==> config.mk <==
export PLATFORM = sky130hd
export DESIGN_NAME = piso_serializer
export DESIGN_NICKNAME = d
export VERILOG_FILES = /design/src/rtl/piso_pkg.sv /design/src/rtl/piso_bit_counter.sv /design/src/rtl/piso_serializer.sv
export SDC_FILE = /design/constraint.sdc
export NUM_CORES = 1
export LEC_CHECK = 0
export ABC_AREA = 1
export BUFFER_PORTS_ARGS = -buffer_cell sky130_fd_sc_hd__buf_4
export CAP_MARGIN = 10
export CORE_AREA = 3 3 40 42
export CTS_CLUSTER_DIAMETER = 80
export CTS_CLUSTER_SIZE = 16
export DETAILED_ROUTE_END_ITERATION = 6
export DIE_AREA = 0 0 43 45
export PLACE_DENSITY_LB_ADDON = 0.2
export SYNTH_ARGS = -nofsm -noshare
export SYNTH_HDL_FRONTEND = slang
export SYNTH_SLANG_ARGS = --single-unit
==> constraint.sdc <==
create_clock -name clk -period 1.5 [get_ports clk]
set_input_delay 0.075 -clock clk [delete_from_list [all_inputs] [get_ports clk]]
set_output_delay 0.075 -clock clk [all_outputs]
set_load 0.02 [all_outputs]
==> src/rtl/piso_pkg.sv <==
// ---------------------------------------------------------------------------
// piso_pkg
// Shared types and sizing helpers for the parallel-in / serial-out serializer.
//
// Build option: PISO_PARITY_EN appends one even-parity bit to every frame,
// so a frame is WIDTH+1 bits long instead of WIDTH.
// ---------------------------------------------------------------------------
package piso_pkg;

    // Controller states: waiting for a word, or emitting frame bits.
    typedef enum logic {
        IDLE  = 1'b0,
        SHIFT = 1'b1
    } state_t;

    // Number of serial cycles a single frame occupies.
    function automatic int frame_len(input int width);
`ifdef PISO_PARITY_EN
        return width + 1;
`else
        return width;
`endif
    endfunction

    // Bits needed by the bit counter to reach frame_len(width)-1.
    function automatic int count_width(input int width);
        return $clog2(frame_len(width));
    endfunction

    // Sizing for the default 4-bit configuration.
    localparam int DEFAULT_WIDTH   = 4;
    localparam int DEFAULT_COUNT_W = count_width(DEFAULT_WIDTH);

endpackage

==> src/rtl/piso_bit_counter.sv <==
// ---------------------------------------------------------------------------
// piso_bit_counter
// Loadable up-counter that tracks which frame bit is currently on the line.
//
// Ports:
//   clk        in   clock, rising edge
//   reset      in   synchronous active-high reset (count -> 0)
//   clear      in   force count to 0
//   load       in   load load_value (priority below clear)
//   inc        in   increment by one (priority below load)
//   load_value in   value taken on load
//   count      out  current count
//   last       out  count equals LAST_VALUE (final bit of a frame)
// ---------------------------------------------------------------------------
module piso_bit_counter
    import piso_pkg::*;
#(
    parameter int COUNT_W    = DEFAULT_COUNT_W,
    parameter int LAST_VALUE = DEFAULT_WIDTH - 1
) (
    input  logic               clk,
    input  logic               reset,
    input  logic               clear,
    input  logic               load,
    input  logic               inc,
    input  logic [COUNT_W-1:0] load_value,
    output logic [COUNT_W-1:0] count,
    output logic               last
);

    logic [COUNT_W-1:0] count_reg;

    always_ff @(posedge clk) begin
        if (reset || clear) begin
            count_reg <= '0;
        end else if (load) begin
            count_reg <= load_value;
        end else if (inc) begin
            count_reg <= count_reg + COUNT_W'(1);
        end
    end

    assign count = count_reg;
    assign last  = (count_reg == COUNT_W'(LAST_VALUE));

endmodule

==> src/rtl/piso_serializer.sv <==
// ---------------------------------------------------------------------------
// piso_serializer
// Parallel-in, serial-out transmitter. A WIDTH-bit word is taken through a
// valid/ready handshake and sent one bit per clock on sout, LSB first unless
// MSB_FIRST=1. The first bit appears the cycle after the handshake. During
// the last bit of a frame load_ready is high again, so frames can stream
// back-to-back with no idle cycle.
//
// Build option: PISO_PARITY_EN adds an even-parity bit after the data bits;
// frame_done and the reload window then fall on the parity cycle.
//
// Ports:
//   clk         in   clock, rising edge
//   reset       in   synchronous active-high reset; aborts any frame
//   load_valid  in   upstream offers load_data (held until accepted)
//   load_data   in   word to serialize
//   load_ready  out  word can be accepted this cycle (combinational)
//   sout        out  serial bit (0 whenever sout_valid=0), registered
//   sout_valid  out  sout carries a frame bit, registered
//   frame_done  out  pulse on the last bit of a frame, registered
//   busy        out  frame in progress, registered
// ---------------------------------------------------------------------------
module piso_serializer
    import piso_pkg::*;
#(
    parameter int WIDTH     = 4,
    parameter int MSB_FIRST = 0
) (
    input  logic             clk,
    input  logic             reset,
    input  logic             load_valid,
    input  logic [WIDTH-1:0] load_data,
    output logic             load_ready,
    output logic             sout,
    output logic             sout_valid,
    output logic             frame_done,
    output logic             busy
);

    localparam int FRAME_LEN = frame_len(WIDTH);
    localparam int COUNT_W   = count_width(WIDTH);

    state_t             state_reg, state_next;
    logic [WIDTH-1:0]   shift_reg, shift_next;
    logic               sout_reg, sout_next;
    logic               sout_valid_reg, sout_valid_next;
    logic               frame_done_reg, frame_done_next;
    logic               busy_reg, busy_next;
`ifdef PISO_PARITY_EN
    logic               parity_reg, parity_next;
`endif

    logic               accept;
    logic               advance;
    logic               clear;
    logic [COUNT_W-1:0] count;
    logic               last;

    piso_bit_counter #(
        .COUNT_W    (COUNT_W),
        .LAST_VALUE (FRAME_LEN - 1)
    ) u_bit_counter (
        .clk        (clk),
        .reset      (reset),
        .clear      (clear),
        .load       (accept),
        .inc        (advance),
        .load_value ('0),
        .count      (count),
        .last       (last)
    );

    // Control: handshake, next state, counter commands.
    always_comb begin
        state_next = state_reg;
        advance    = 1'b0;
        clear      = 1'b0;
        load_ready = (state_reg == IDLE) || ((state_reg == SHIFT) && last);
        accept     = load_valid && load_ready;

        case (state_reg)
            IDLE: begin
                if (accept) begin
                    state_next = SHIFT;
                end
            end
            SHIFT: begin
                if (last) begin
                    // Without a new word the frame ends and the line goes idle.
                    if (!accept) begin
                        state_next = IDLE;
                        clear      = 1'b1;
                    end
                end else begin
                    advance = 1'b1;
                end
            end
            default: begin
                state_next = IDLE;
            end
        endcase
    end

    // Datapath: the bit for the next cycle is computed here and registered,
    // so the count value always names the bit currently on sout.
    always_comb begin
        shift_next      = shift_reg;
        sout_next       = 1'b0;
        sout_valid_next = 1'b0;
        frame_done_next = 1'b0;
        busy_next       = 1'b0;
`ifdef PISO_PARITY_EN
        parity_next     = parity_reg;
`endif

        if (accept) begin
            // The first bit goes straight to sout; the shifter keeps the rest.
            if (MSB_FIRST != 0) begin
                sout_next  = load_data[WIDTH-1];
                shift_next = load_data << 1;
            end else begin
                sout_next  = load_data[0];
                shift_next = load_data >> 1;
            end
            sout_valid_next = 1'b1;
            busy_next       = 1'b1;
`ifdef PISO_PARITY_EN
            parity_next     = ^load_data;
`endif
        end else if (advance) begin
            if (MSB_FIRST != 0) begin
                sout_next  = shift_reg[WIDTH-1];
                shift_next = shift_reg << 1;
            end else begin
                sout_next  = shift_reg[0];
                shift_next = shift_reg >> 1;
            end
`ifdef PISO_PARITY_EN
            // Leaving the final data bit: the parity bit follows.
            if (count == COUNT_W'(WIDTH - 1)) begin
                sout_next = parity_reg;
            end
`endif
            sout_valid_next = 1'b1;
            busy_next       = 1'b1;
            // Registered pulse lands on the cycle that carries the last bit.
            frame_done_next = (count == COUNT_W'(FRAME_LEN - 2));
        end
    end

    always_ff @(posedge clk) begin
        if (reset) begin
            state_reg      <= IDLE;
            shift_reg      <= '0;
            sout_reg       <= 1'b0;
            sout_valid_reg <= 1'b0;
            frame_done_reg <= 1'b0;
            busy_reg       <= 1'b0;
`ifdef PISO_PARITY_EN
            parity_reg     <= 1'b0;
`endif
        end else begin
            state_reg      <= state_next;
            shift_reg      <= shift_next;
            sout_reg       <= sout_next;
            sout_valid_reg <= sout_valid_next;
            frame_done_reg <= frame_done_next;
            busy_reg       <= busy_next;
`ifdef PISO_PARITY_EN
            parity_reg     <= parity_next;
`endif
        end
    end

    assign sout       = sout_reg;
    assign sout_valid = sout_valid_reg;
    assign frame_done = frame_done_reg;
    assign busy       = busy_reg;

endmodule
==> results_tabular.tex, run 1 <==
\begin{tabular}{lr}
\hline
Metric & Value \\
\hline
\multicolumn{2}{l}{\textbf{Run status}} \\
\quad Outcome & complete, no violations \\
\multicolumn{2}{l}{\textbf{Setup path}} \\
\quad Kind of cell adding the most delay to the critical path & flip-flops \\
\quad Critical-path cell list & ha\_1 > inv\_2 > nand2\_4 > buf\_4 \\
\quad Crit path max fanout & 10 \\
\quad Worst path arrival time & between 1 and 1.5 ns \\
\quad Source of the worst register-to-register timing path & u\_bit\_counter.count[1] \\
\quad Critical-path top delay cell & sky130\_fd\_sc\_hd\_\_dfxtp\_1 \\
\quad Required time at the worst-slack endpoint & between 1 and 1.5 ns \\
\quad Element type at the critical path end & primary output \\
\quad Source of the critical timing path & u\_bit\_counter.count[1] \\
\quad WS Path Type & flop to primary output \\
\quad Critical path launch point type & flop \\
\quad Worst Path Buf+Inv & 2 \\
\quad Biggest cell delay along the critical path & roughly 0.37 ns \\
\multicolumn{2}{l}{\textbf{Logic synthesis}} \\
\quad Cells after synthesis & 50 \\
\quad Number of distinct library cell variants in the gate-level netlist after synthesis & 17 \\
\quad Synthesized area & between 400 and 500 sq um \\
\quad Synthesized area divided by synthesized cell count & between 8 and 9 sq um \\
\quad Nets in the synthesized netlist & 59 \\
\quad Synthesized flop and latch total & 9 \\
\quad Part of the Yosys area used for sequential elements & around 45\% \\
\quad Yosys Warn Count & 0 \\
\multicolumn{2}{l}{\textbf{Worst hold path}} \\
\quad Worst min-delay path class & input pin to flop \\
\quad Worst Min Path Start & load\_data[0] \\
\multicolumn{2}{l}{\textbf{Detailed routing}} \\
\quad First drt pass iteration count & 3 \\
\quad Post-Route WL & around 710 microns \\
\quad Vias per cell & approximately 4.3 \\
\quad Violation count after the first detailed-routing iteration & 7 \\
\quad Post-detailed-route count of antenna-violating nets & 0 \\
\quad Number of remaining DRC errors & 0 \\
\quad Met2 WL & approximately 310 microns \\
\quad Top routing layer used & met3 \\
\quad Routed wire length on met3 & 71 microns \\
\quad Routed length on met1 & 324 microns \\
\quad Number of vias after detailed routing & approximately 350 \\
\quad Average wire per cell in the routed design & 8.84 microns \\
\multicolumn{2}{l}{\textbf{Timing}} \\
\quad Count of final hold-check violations & 0 \\
\quad Headroom to the max-slew limit & between 80\% and 90\% \\
\quad Max Freq & 770 MHz \\
\quad Actual transition at the worst max-transition pin & between 0.2 and 0.25 ns \\
\quad Clk\_skew & roughly 0.00085 ns \\
\quad Final number of max-transition violations & 0 \\
\quad Unrepaired setup endpoints after global routing & no \\
\quad Setup total negative slack & 0 ns \\
\quad Share of the clock period used by the worst path & between 80 and 90\% \\
\quad Min Tclk post-route & between 1 and 1.5 ns \\
\quad Total setup violations reported at the end of the flow & 0 \\
\multicolumn{2}{l}{\textbf{Global routing}} \\
\quad Number of antenna violations at the first check in global routing & 0 \\
\quad Total global-route track usage & a little under 9\% \\
\quad Via count of the first global-routing pass & between 200 and 300 \\
\quad Total congestion overflow after global routing & 0 \\
\quad Wire length of the first global-routing pass & 1.19 mm \\
\quad Pin count of the biggest net entering global routing & 11 \\
\multicolumn{2}{l}{\textbf{Placed design}} \\
\quad Placed cell count & 75 \\
\quad GP Congestion & about 0.79 \\
\quad Placed wire-length estimate after detailed placement & 563 microns \\
\quad I/O Buffers & 11 \\
\multicolumn{2}{l}{\textbf{Clocking}} \\
\quad Clock buffers created by TritonCTS & 3 \\
\quad Root cell of the clock tree & sky130\_fd\_sc\_hd\_\_clkbuf\_4 \\
\quad Clock insertion delay at the later pin of the skew report & between 0.2 and 0.3 ns \\
\quad Post-CTS setup buffer count & 0 \\
\quad TritonCTS Sinks & 9 \\
\quad Register clock-pin slew on the reported worst setup and hold paths & $\sim$0.060 ns \\
\quad Number of levels in the clock H-tree & 1 \\
\quad CTS tree & yes \\
\quad Maximum clock path buffer count & 2 \\
\multicolumn{2}{l}{\textbf{Power}} \\
\quad Clock network fraction of total power & 34.9\% \\
\quad P\_int & 0.390 mW \\
\quad Switching power total & about 0.13 mW \\
\quad Pwr dens & $\sim$1000 nW/um\^{}2 \\
\quad Power, Total & $\sim$0.52 mW \\
\quad Portion of total power attributed to sequential cells & about half \\
\quad Share of power burned in combinational logic & approximately 15\% \\
\quad Peak VDD IR & between 500 and 600 uV \\
\quad Leak pwr & 0.255 nW \\
\quad Switching part of the total & between 20\% and 30\% \\
\multicolumn{2}{l}{\textbf{Floorplan}} \\
\quad Starting density of the core & a little under a third \\
\quad Total core area & 1280 sq um \\
\quad Horizontal die dimension & 43 microns \\
\quad Site Rows & 13 \\
\quad Die height & around 45 microns \\
\quad Total Die Area & between 1500 and 2000 sq um \\
\quad I/O pin count & 12 \\
\multicolumn{2}{l}{\textbf{Final layout}} \\
\quad Max FFs per register & 3 \\
\quad Antenna Diode Count & 0 \\
\quad Synthesis-to-finish area growth & 32.5\% \\
\quad Fraction of final layout cells with drive strength greater than 1 & 32.3\% \\
\quad Final Instance Count excl. Fillers & 80 \\
\quad Post-Route Utilization & between 40\% and 50\% \\
\quad Number of nets in the finished design & 75 \\
\multicolumn{2}{l}{\textbf{Flow run}} \\
\quad Total of max-cap violations & 0 \\
\hline
\end{tabular}
-- layout make-up --
| type | instances | area, sq um |
|---|---|---|
| sequential | 9 | 180 |
| inverter | 8 | 30.0 |
| fill | 136 | 754 |
| tap | 15 | 18.8 |
| multi-input combinational | 32 | 183 |
| clock buffer | 4 | 26.3 |
| timing repair buffer | 12 | 92.6 |
-- final timing paths --
path | endpoint | slack (ns) | cells past startpoint
worst min-delay path | sout | 0.09 | 3
worst max register to register | u_bit_counter.count[0] | 0.32 | 6
worst max-delay path | load_ready | 0.20 | 4
worst min register to register | shift_reg[2] | 0.46 | 2
-- layout by cell type, fill, tap and decap left out, drive strengths merged --
cell type and n:
nor2 7, dlygate4sd3 1, nand3 8, nand2 10, clkbuf 4, o21ai 2
ha 2, o211ai 1, inv 8, buf 11, xor2 1, a21oi 1
dfxtp 9
-- power by group through the flow --
stage	Combinational, mW	Clock, mW	Sequential, mW
3_3_place_gp	0.0781	0	0.265
4_1_cts	0.0792	0.194	0.260
5_1_grt	0.0893	0.209	0.261
2_1_floorplan	0.0441	0	0.268
3_5_place_dp	0.0789	0	0.265
6_report	0.0794	0.182	0.259
-- cell families (layout without fill, tap and decap cells) --
logic type / after synthesis / in the layout / synth area share, %
AO/OA/AOI/OAI: 4 / 4 / 5.62
XOR/XNOR: 1 / 1 / 2.19
adder cells (fa/ha/maj): 2 / 2 / 6.25
buffers and inverters: 9 / 24 / 9.38
flip-flops: 9 / 9 / 45.0
AND/OR/NAND/NOR: 25 / 25 / 31.6
-- synth_stat cells (all sizes together) --
cell type | count | area (sq um)
buf | 1 | 7.51
a21oi | 1 | 5.00
o21ai | 2 | 10.0
dfxtp | 9 | 180
xor2 | 1 | 8.76
nand2 | 10 | 47.6
ha | 2 | 25.0
nor2 | 7 | 38.8
nand3 | 8 | 40.0
inv | 8 | 30.0
o211ai | 1 | 7.51
-- layer usage --
metal	global-route usage, %	up-vias
met5	0	-
met2	11.7	10
met3	7.17	0
met4	3.61	0
met1	10.5	150
li1	-	185
-- through the flow --
step                      setup WS, ns  hold slack [ns]  cell area (sq um)
after detailed placement         0.325            0.283                494
after global routing            0.0938           0.0950                531
after CTS                        0.185          0.00461                520
after global placement           0.310            0.278                494
final                            0.201           0.0858                531
after floorplan                  0.370            0.144                400
-- worst min-delay path, stage by stage --
cell	delay, ns
sky130_fd_sc_hd__buf_4	0.10
sky130_fd_sc_hd__nand2_1	0.05
sky130_fd_sc_hd__o21ai_0	0.07
-- repair_timing --
item                                   CTS  global route
hold buffers                             0             1
resized for setup                        0             0
endpoints found under the hold margin    0             2
Power figures use the tool's default switching activity.
==> run 2: changes to the inputs <==
--- a/config.mk
+++ b/config.mk
@@ -13,7 +13,7 @@
 export CTS_CLUSTER_SIZE = 16
 export DETAILED_ROUTE_END_ITERATION = 6
 export DIE_AREA = 0 0 43 45
-export PLACE_DENSITY_LB_ADDON = 0.2
+export PLACE_DENSITY = 0.5
 export SYNTH_ARGS = -nofsm -noshare
 export SYNTH_HDL_FRONTEND = slang
 export SYNTH_SLANG_ARGS = --single-unit
==> run 2 against run 1 <==
Net effect:
- die area unchanged
- combinational power decreased by 2%
- core utilization shrank 0.78 points
- power is 0.91% lower
- flip-flop and latch count stayed put
- critical endpoint unchanged
- design area shrank 1.9%
- wire length grew 1.7%
- clock-buffer cell count unchanged
- final cell count is 1.3% lower
- global-route usage down 0.26 points
- sequential power hardly changed
- clock power is 2% lower
- highest routed layer unchanged
- largest cell class unchanged
==> results_tabular.tex, run 2 (synthesized netlist as in run 1, its figures left out) <==
\begin{tabular}{lr}
\hline
Metric & Value \\
\hline
\multicolumn{2}{l}{\textbf{Clocking}} \\
\quad Post-CTS setup buffer count & 0 (unchanged) \\
\quad Hold-fix buffers at CTS & 0 (unchanged) \\
\quad Clock insertion delay at the later pin of the skew report & 0.25 ns (about the same) \\
\quad Number of levels in the clock H-tree & 1 (unchanged) \\
\quad Resize count post-CTS & 0 (unchanged) \\
\quad TritonCTS Sinks & 9 (unchanged) \\
\quad Clock buffers created by TritonCTS & 3 (unchanged) \\
\quad Register clock-pin slew on the reported worst setup and hold paths & 0.06 ns (about the same) \\
\quad CTS tree & yes \\
\quad Root cell of the clock tree & sky130\_fd\_sc\_hd\_\_clkbuf\_4 \\
\quad Maximum clock path buffer count & 2 (unchanged) \\
\multicolumn{2}{l}{\textbf{Placed design}} \\
\quad Placed cell count & 75 (unchanged) \\
\quad I/O Buffers & 11 (unchanged) \\
\quad GP Congestion & 0.703 (-11\%) \\
\quad Placed wire-length estimate after detailed placement & 553 microns (-1.8\%) \\
\multicolumn{2}{l}{\textbf{Detailed routing}} \\
\quad First drt pass iteration count & 4 (+1) \\
\quad Post-detailed-route count of antenna-violating nets & 0 (unchanged) \\
\quad Average wire per cell in the routed design & 9.10 microns (+3.0\%) \\
\quad Number of remaining DRC errors & 0 (unchanged) \\
\quad Number of vias after detailed routing & 344 (-0.29\%) \\
\quad Violation count after the first detailed-routing iteration & 8 (+1) \\
\quad Post-Route WL & 719 microns (+1.7\%) \\
\quad Vias per cell & 4.35 (+0.97\%) \\
\multicolumn{2}{l}{\textbf{Setup path}} \\
\quad Critical-path cell list & ha\_1 > inv\_2 > nand2\_4 > buf\_4 \\
\quad Worst path arrival time & 1.19 ns (-0.03 ns) \\
\quad Biggest cell delay along the critical path & 0.37 ns (about the same) \\
\quad Critical path launch point type & flop \\
\quad Critical-path top delay cell & sky130\_fd\_sc\_hd\_\_dfxtp\_1 \\
\quad Required time at the worst-slack endpoint & 1.42 ns (about the same) \\
\quad WS Path Type & flop to primary output \\
\quad Crit path max fanout & 10 (unchanged) \\
\quad Element type at the critical path end & primary output \\
\multicolumn{2}{l}{\textbf{Power}} \\
\quad Leak pwr & 0.251 nW (-1.6\%) \\
\quad Pwr dens & 991 nW/um\^{}2 (+1.0\%) \\
\quad Power, Total & 0.516 mW (-0.91\%) \\
\quad Peak VDD IR & 478 uV (-19\%) \\
\multicolumn{2}{l}{\textbf{Floorplan}} \\
\quad Total core area & 1280 sq um (unchanged) \\
\quad Starting density of the core & 31.2\% (unchanged) \\
\quad Die height & 45 microns (unchanged) \\
\quad I/O pin count & 12 (unchanged) \\
\quad Total Die Area & 1940 sq um (unchanged) \\
\quad Site Rows & 13 (unchanged) \\
\quad Horizontal die dimension & 43 microns (unchanged) \\
\multicolumn{2}{l}{\textbf{Final layout}} \\
\quad Top library cells by usage in the layout, fill and taps aside & sky130\_fd\_sc\_hd\_\_buf\_4, sky130\_fd\_sc\_hd\_\_dfxtp\_1, sky130\_fd\_sc\_hd\_\_nand2\_1, sky130\_fd\_sc\_hd\_\_nand3\_1, sky130\_fd\_sc\_hd\_\_inv\_1 \\
\quad Fraction of final layout cells with drive strength greater than 1 & 32.8\% (+0.50 points) \\
\quad Most common library cell in the layout ignoring fill and taps & sky130\_fd\_sc\_hd\_\_buf\_4 \\
\quad Max FFs per register & 3 (unchanged) \\
\quad Synthesis-to-finish area growth & 30.0\% \\
\quad Number of nets in the finished design & 74 (-1.3\%) \\
\quad Final Instance Count excl. Fillers & 79 (-1.3\%) \\
\quad Antenna Diode Count & 0 (unchanged) \\
\multicolumn{2}{l}{\textbf{Global routing}} \\
\quad Pin count of the biggest net entering global routing & 11 (unchanged) \\
\quad Total congestion overflow after global routing & 0 (unchanged) \\
\quad Total global-route track usage & 8.60\% (-0.26 points) \\
\quad Number of antenna violations at the first check in global routing & 0 (unchanged) \\
\quad Via count of the first global-routing pass & 315 (+6.8\%) \\
\quad Wire length of the first global-routing pass & 1.26 mm (+5.8\%) \\
\multicolumn{2}{l}{\textbf{Timing}} \\
\quad Min Tclk post-route & 1.27 ns (-0.0328 ns) \\
\quad Share of the clock period used by the worst path & 84.4\% (-2.2 points) \\
\quad Final number of max-transition violations & 0 (unchanged) \\
\quad Total setup violations reported at the end of the flow & 0 (unchanged) \\
\quad Setup total negative slack & 0 ns (unchanged) \\
\quad Max Freq & 790 MHz (+2.6\%) \\
\quad Actual transition at the worst max-transition pin & 0.275 ns (+0.0452 ns) \\
\quad Clk\_skew & 0.000699 ns (-0.000151 ns) \\
\quad Unrepaired setup endpoints after global routing & no \\
\quad Headroom to the max-slew limit & 81.6\% (-3.0 points) \\
\quad Count of final hold-check violations & 0 (unchanged) \\
\multicolumn{2}{l}{\textbf{Flow run}} \\
\quad Total of max-cap violations & 0 (unchanged) \\
\multicolumn{2}{l}{\textbf{Worst hold path}} \\
\quad Worst min-delay path class & input pin to flop \\
\multicolumn{2}{l}{\textbf{Run status}} \\
\quad Outcome & complete, no violations \\
\hline
\end{tabular}
run 2: cell count changes in the layout (fill, tap and decap cells not counted):
| cell | previous run | this run |
|---|---|---|
| sky130_fd_sc_hd__dlygate4sd3_1 | 1 | 0 |
run 2: path summary, 6_finish.rpt:
kind	cells past startpoint	start	end	slack, ns
max	4	u_bit_counter.count[1]	load_ready	0.23
max reg2reg	6	u_bit_counter.count[1]	u_bit_counter.count[0]	0.32
min	2	reset	frame_done	0.02
min reg2reg	2	shift_reg[2]	shift_reg[2]	0.46
run 2: report_power, final:
| part | total (mW) | switching [mW] | internal [mW] |
|---|---|---|---|
| clock | 0.178 | 0.0759 | 0.102 |
| combinational | 0.0782 | 0.0436 | 0.0346 |
| sequential | 0.260 | 0.00812 | 0.252 |
run 2: routing by layer:
| metal | up-vias | track usage [%] | wire [microns] |
|---|---|---|---|
| met1 | 149 | 11.2 | 352 |
| met4 | 0 | 1.81 | 0 |
| met5 | - | 0 | 0 |
| met3 | 0 | 4.78 | 58 |
| li1 | 184 | - | - |
| met2 | 11 | 12.6 | 308 |
run 2: critical path, delay by kind of cell, from the launching register on:
| kind | cells | cell delay (ns) |
|---|---|---|
| flops | 1 | 0.37 |
| buf+inv | 2 | 0.23 |
| fa+ha+maj | 1 | 0.24 |
| simple gates | 1 | 0.11 |
run 2: metrics by stage:
stage	instance area [sq um]	setup WS [ns]	hold WS, ns	util (%)
global placement	494	0.290	0.280	38.5
floorplan	400	0.370	0.144	-
CTS	520	0.208	0.00902	40.5
detailed placement	494	0.301	0.284	38.5
finish	520	0.234	0.0221	40.5
global route	520	0.146	0.00377	40.5
run 2: final cells by class:
cell class / instances / area (sq um)
Clock buffer: 4 / 26.3
Fill cell: 129 / 764
Inverter: 8 / 30.0
Multi-Input combinational cell: 32 / 183
Sequential cell: 9 / 180
Tap cell: 15 / 18.8
Timing Repair Buffer: 11 / 82.6
==> run 3: changes to the inputs <==
--- a/config.mk
+++ b/config.mk
@@ -13,7 +13,7 @@
 export CTS_CLUSTER_SIZE = 16
 export DETAILED_ROUTE_END_ITERATION = 6
 export DIE_AREA = 0 0 43 45
-export PLACE_DENSITY = 0.5
+export PLACE_DENSITY = 0.52
 export SYNTH_ARGS = -nofsm -noshare
 export SYNTH_HDL_FRONTEND = slang
 export SYNTH_SLANG_ARGS = --single-unit
==> constraint.sdc (replaced) <==
create_clock -name clk -period 1.05 [get_ports clk]
set_input_delay 0.0525 -clock clk [delete_from_list [all_inputs] [get_ports clk]]
set_output_delay 0.0525 -clock clk [all_outputs]
set_load 0.02 [all_outputs]
==> run 3 against run 2 <==
Net effect:
- the run now ends with negative setup slack left
- wire length grew 13%
- hold slack better by 0.045 ns
- critical path depth did not move
- flip-flop and latch count is the same
- setup slack got worse by 0.27 ns
- register-to-register slack lost 0.31 ns
- power grew 47%
- die area unchanged
- final cell count is 6.3% higher
- critical path type unchanged
==> results_tabular.tex, run 3 (synthesized netlist as in run 1, its figures left out) <==
\begin{tabular}{lr}
\hline
Metric & Value \\
\hline
\multicolumn{2}{l}{\textbf{Run status}} \\
\quad Outcome & finished, violations left \\
\quad Violated checks & negative setup slack \\
\multicolumn{2}{l}{\textbf{Setup path}} \\
\quad Critical-path cell list & ha\_4 > inv\_4 > nand2\_4 > buf\_6 \\
\quad Required time at the worst-slack endpoint & 1.00 ns (-0.42 ns) \\
\quad Critical path launch point type & flop \\
\quad Source of the worst register-to-register timing path & u\_bit\_counter.count[1] \\
\quad Critical-path top delay cell & sky130\_fd\_sc\_hd\_\_dfxtp\_2 \\
\quad Element type at the critical path end & primary output \\
\quad WS Path Type & flop to primary output \\
\quad Worst path arrival time & 1.03 ns (-0.16 ns) \\
\quad Biggest cell delay along the critical path & 0.34 ns (-0.03 ns) \\
\quad Crit path max fanout & 5 (-5) \\
\quad Source of the critical timing path & u\_bit\_counter.count[0] \\
\multicolumn{2}{l}{\textbf{Timing}} \\
\quad Total setup violations reported at the end of the flow & 1 (+1) \\
\quad Setup total negative slack & -0.0361 ns (-0.0361 ns) \\
\quad Count of final hold-check violations & 0 (unchanged) \\
\quad Final number of max-transition violations & 0 (unchanged) \\
\quad Share of the clock period used by the worst path & 103\% \\
\quad Setup slack of the critical path after layout & -0.0361 ns (-0.270 ns) \\
\quad Clk\_skew & 0.00473 ns (+0.00403 ns) \\
\quad Max Freq & approximately 920 MHz \\
\quad Unrepaired setup endpoints after global routing & yes \\
\quad Headroom to the max-slew limit & 83.4\% (+1.8 points) \\
\quad Actual transition at the worst max-transition pin & 0.248 ns (-0.0272 ns) \\
\quad Min Tclk post-route & around 1.1 ns \\
\multicolumn{2}{l}{\textbf{Detailed routing}} \\
\quad Violation count after the first detailed-routing iteration & 6 (-2) \\
\quad Post-Route WL & 812 microns (+13\%) \\
\quad Routed length on met1 & 337 microns (-4.3\%) \\
\quad Average wire per cell in the routed design & 9.67 microns (+6.2\%) \\
\quad Routed wire length on met3 & 58 microns (unchanged) \\
\quad Number of remaining DRC errors & 0 (unchanged) \\
\quad Number of vias after detailed routing & 365 (+6.1\%) \\
\quad Met2 WL & 401 microns (+30\%) \\
\quad First drt pass iteration count & 4 (unchanged) \\
\quad Post-detailed-route count of antenna-violating nets & 0 (unchanged) \\
\quad Vias per cell & 4.35 (-0.21\%) \\
\quad Top routing layer used & met4 \\
\multicolumn{2}{l}{\textbf{Clocking}} \\
\quad Root cell of the clock tree & sky130\_fd\_sc\_hd\_\_clkbuf\_4 \\
\quad Post-CTS setup buffer count & 0 (unchanged) \\
\quad Maximum clock path buffer count & 2 (unchanged) \\
\quad CTS tree & yes \\
\quad Number of levels in the clock H-tree & 1 (unchanged) \\
\quad Clock insertion delay at the later pin of the skew report & 0.25 ns (about the same) \\
\quad Register clock-pin slew on the reported worst setup and hold paths & 0.06 ns (about the same) \\
\quad TritonCTS Sinks & 9 (unchanged) \\
\quad Clock buffers created by TritonCTS & 3 (unchanged) \\
\multicolumn{2}{l}{\textbf{Placed design}} \\
\quad Cell area after placement & 532 sq um (+7.6\%) \\
\quad GP Congestion & 0.735 (+4.6\%) \\
\quad I/O Buffers & 11 (unchanged) \\
\quad Placed wire-length estimate after detailed placement & 617 microns (+12\%) \\
\quad Placed cell count & 78 (+4.0\%) \\
\multicolumn{2}{l}{\textbf{Flow run}} \\
\quad Total of max-cap violations & 0 (unchanged) \\
\multicolumn{2}{l}{\textbf{Global routing}} \\
\quad Wire length of the first global-routing pass & 1.37 mm (+8.8\%) \\
\quad Pin count of the biggest net entering global routing & 7 (-4) \\
\quad Via count of the first global-routing pass & 339 (+7.6\%) \\
\quad Number of antenna violations at the first check in global routing & 0 (unchanged) \\
\quad Total congestion overflow after global routing & 0 (unchanged) \\
\quad Total global-route track usage & 10.0\% (+1.4 points) \\
\multicolumn{2}{l}{\textbf{Floorplan}} \\
\quad Total Die Area & 1940 sq um (unchanged) \\
\quad Horizontal die dimension & 43 microns (unchanged) \\
\quad Site Rows & 13 (unchanged) \\
\quad I/O pin count & 12 (unchanged) \\
\quad Total core area & 1280 sq um (unchanged) \\
\quad Starting density of the core & 31.2\% (unchanged) \\
\quad Die height & 45 microns (unchanged) \\
\multicolumn{2}{l}{\textbf{Final layout}} \\
\quad Antenna Diode Count & 0 (unchanged) \\
\quad FF/Latch Area & 183 sq um (+1.4\%) \\
\quad Top library cells by usage in the layout, fill and taps aside & sky130\_fd\_sc\_hd\_\_buf\_4, sky130\_fd\_sc\_hd\_\_nand2\_1, sky130\_fd\_sc\_hd\_\_nand3\_1, sky130\_fd\_sc\_hd\_\_dfxtp\_1, sky130\_fd\_sc\_hd\_\_inv\_1 \\
\quad Number of nets in the finished design & 79 (+6.8\%) \\
\quad Most common library cell in the layout ignoring fill and taps & sky130\_fd\_sc\_hd\_\_buf\_4 \\
\quad Final Instance Area & 588 sq um (+13\%) \\
\quad Combined area of the multi-input logic cells & 209 sq um (+14\%) \\
\quad Final Instance Count excl. Fillers & 84 (+6.3\%) \\
\quad Post-Route Utilization & 45.8\% (+5.3 points) \\
\quad Max FFs per register & 3 (unchanged) \\
\quad Synthesis-to-finish area growth & 46.9\% \\
\quad Number of fill cells & 137 (+6.2\%) \\
\quad Fraction of final layout cells with drive strength greater than 1 & 43.5\% (+11 points) \\
\multicolumn{2}{l}{\textbf{Power}} \\
\quad Leak pwr & 0.276 nW (+9.9\%) \\
\quad Pwr dens & 1290 nW/um\^{}2 (+30\%) \\
\quad Peak VDD IR & 941 uV (+97\%) \\
\quad Power, Total & 0.760 mW (+47\%) \\
\multicolumn{2}{l}{\textbf{Worst hold path}} \\
\quad Worst min-delay path class & input pin to flop \\
\quad Worst Min Path Start & load\_data[3] \\
\hline
\end{tabular}
[run 3: changes by cell type in the layout (fill, tap and decap cells not counted), moves of 2 or more]
cell | previous run | this run
sky130_fd_sc_hd__dfxtp_1 | 9 | 7
sky130_fd_sc_hd__nand2_2 | 1 | 3
sky130_fd_sc_hd__buf_4 | 11 | 13
sky130_fd_sc_hd__dfxtp_2 | 0 | 2
[run 3: path summary, 6_finish.rpt]
path                            slack, ns  cells after the start                     end
worst max-delay path                -0.04                      4              load_ready
worst min-delay path                 0.07                      3            shift_reg[2]
worst max register to register       0.01                      5  u_bit_counter.count[1]
worst min register to register       0.46                      2            shift_reg[2]
[run 3: worst max-delay path: cells and delay by family (launching register included)]
family,cells,cell delay [ns]
DFF,1,0.34
buffers and inverters,2,0.21
adders and majority gates,1,0.17
and+or+nand+nor,1,0.07
[run 3: layer usage]
layer / GRT usage (%) / up-vias
li1: - / 195
met1: 10.8 / 157
met2: 16.5 / 11
met3: 7.17 / 2
met4: 1.81 / 0
met5: 0 / -
[run 3: final cells by class]
class	count	area share, %
Inverter	8	5.53
Timing Repair Buffer	15	20.2
Multi-Input combinational cell	33	35.5
Clock buffer	4	4.47
Tap cell	15	3.19
Sequential cell	9	31.1
[run 3: what timing repair did]
| item | 4_1_cts | 5_1_grt |
|---|---|---|
| gates cloned | 1 | 0 |
| endpoints found under the hold margin | 4 | 0 |
| pin swaps | 2 | 1 |
| hold buffers | 1 | 0 |
| setup endpoints to repair | 3 | 5 |
| gates resized for setup | 2 | 2 |
[run 3: per-stage QoR]
step	setup WS, ns	hold slack [ns]
6_report	-0.0361	0.0675
5_1_grt	-0.0774	0.0607
4_1_cts	-0.0433	0.0638
3_5_place_dp	-0.0230	0.253
3_3_place_gp	-0.0285	0.248
2_1_floorplan	0.00950	0.122
[run 3: power breakdown]
group	internal [mW]	switching (mW)
sequential	0.360	0.0136
clock	0.146	0.109
combinational	0.0631	0.0686
total	0.569	0.191
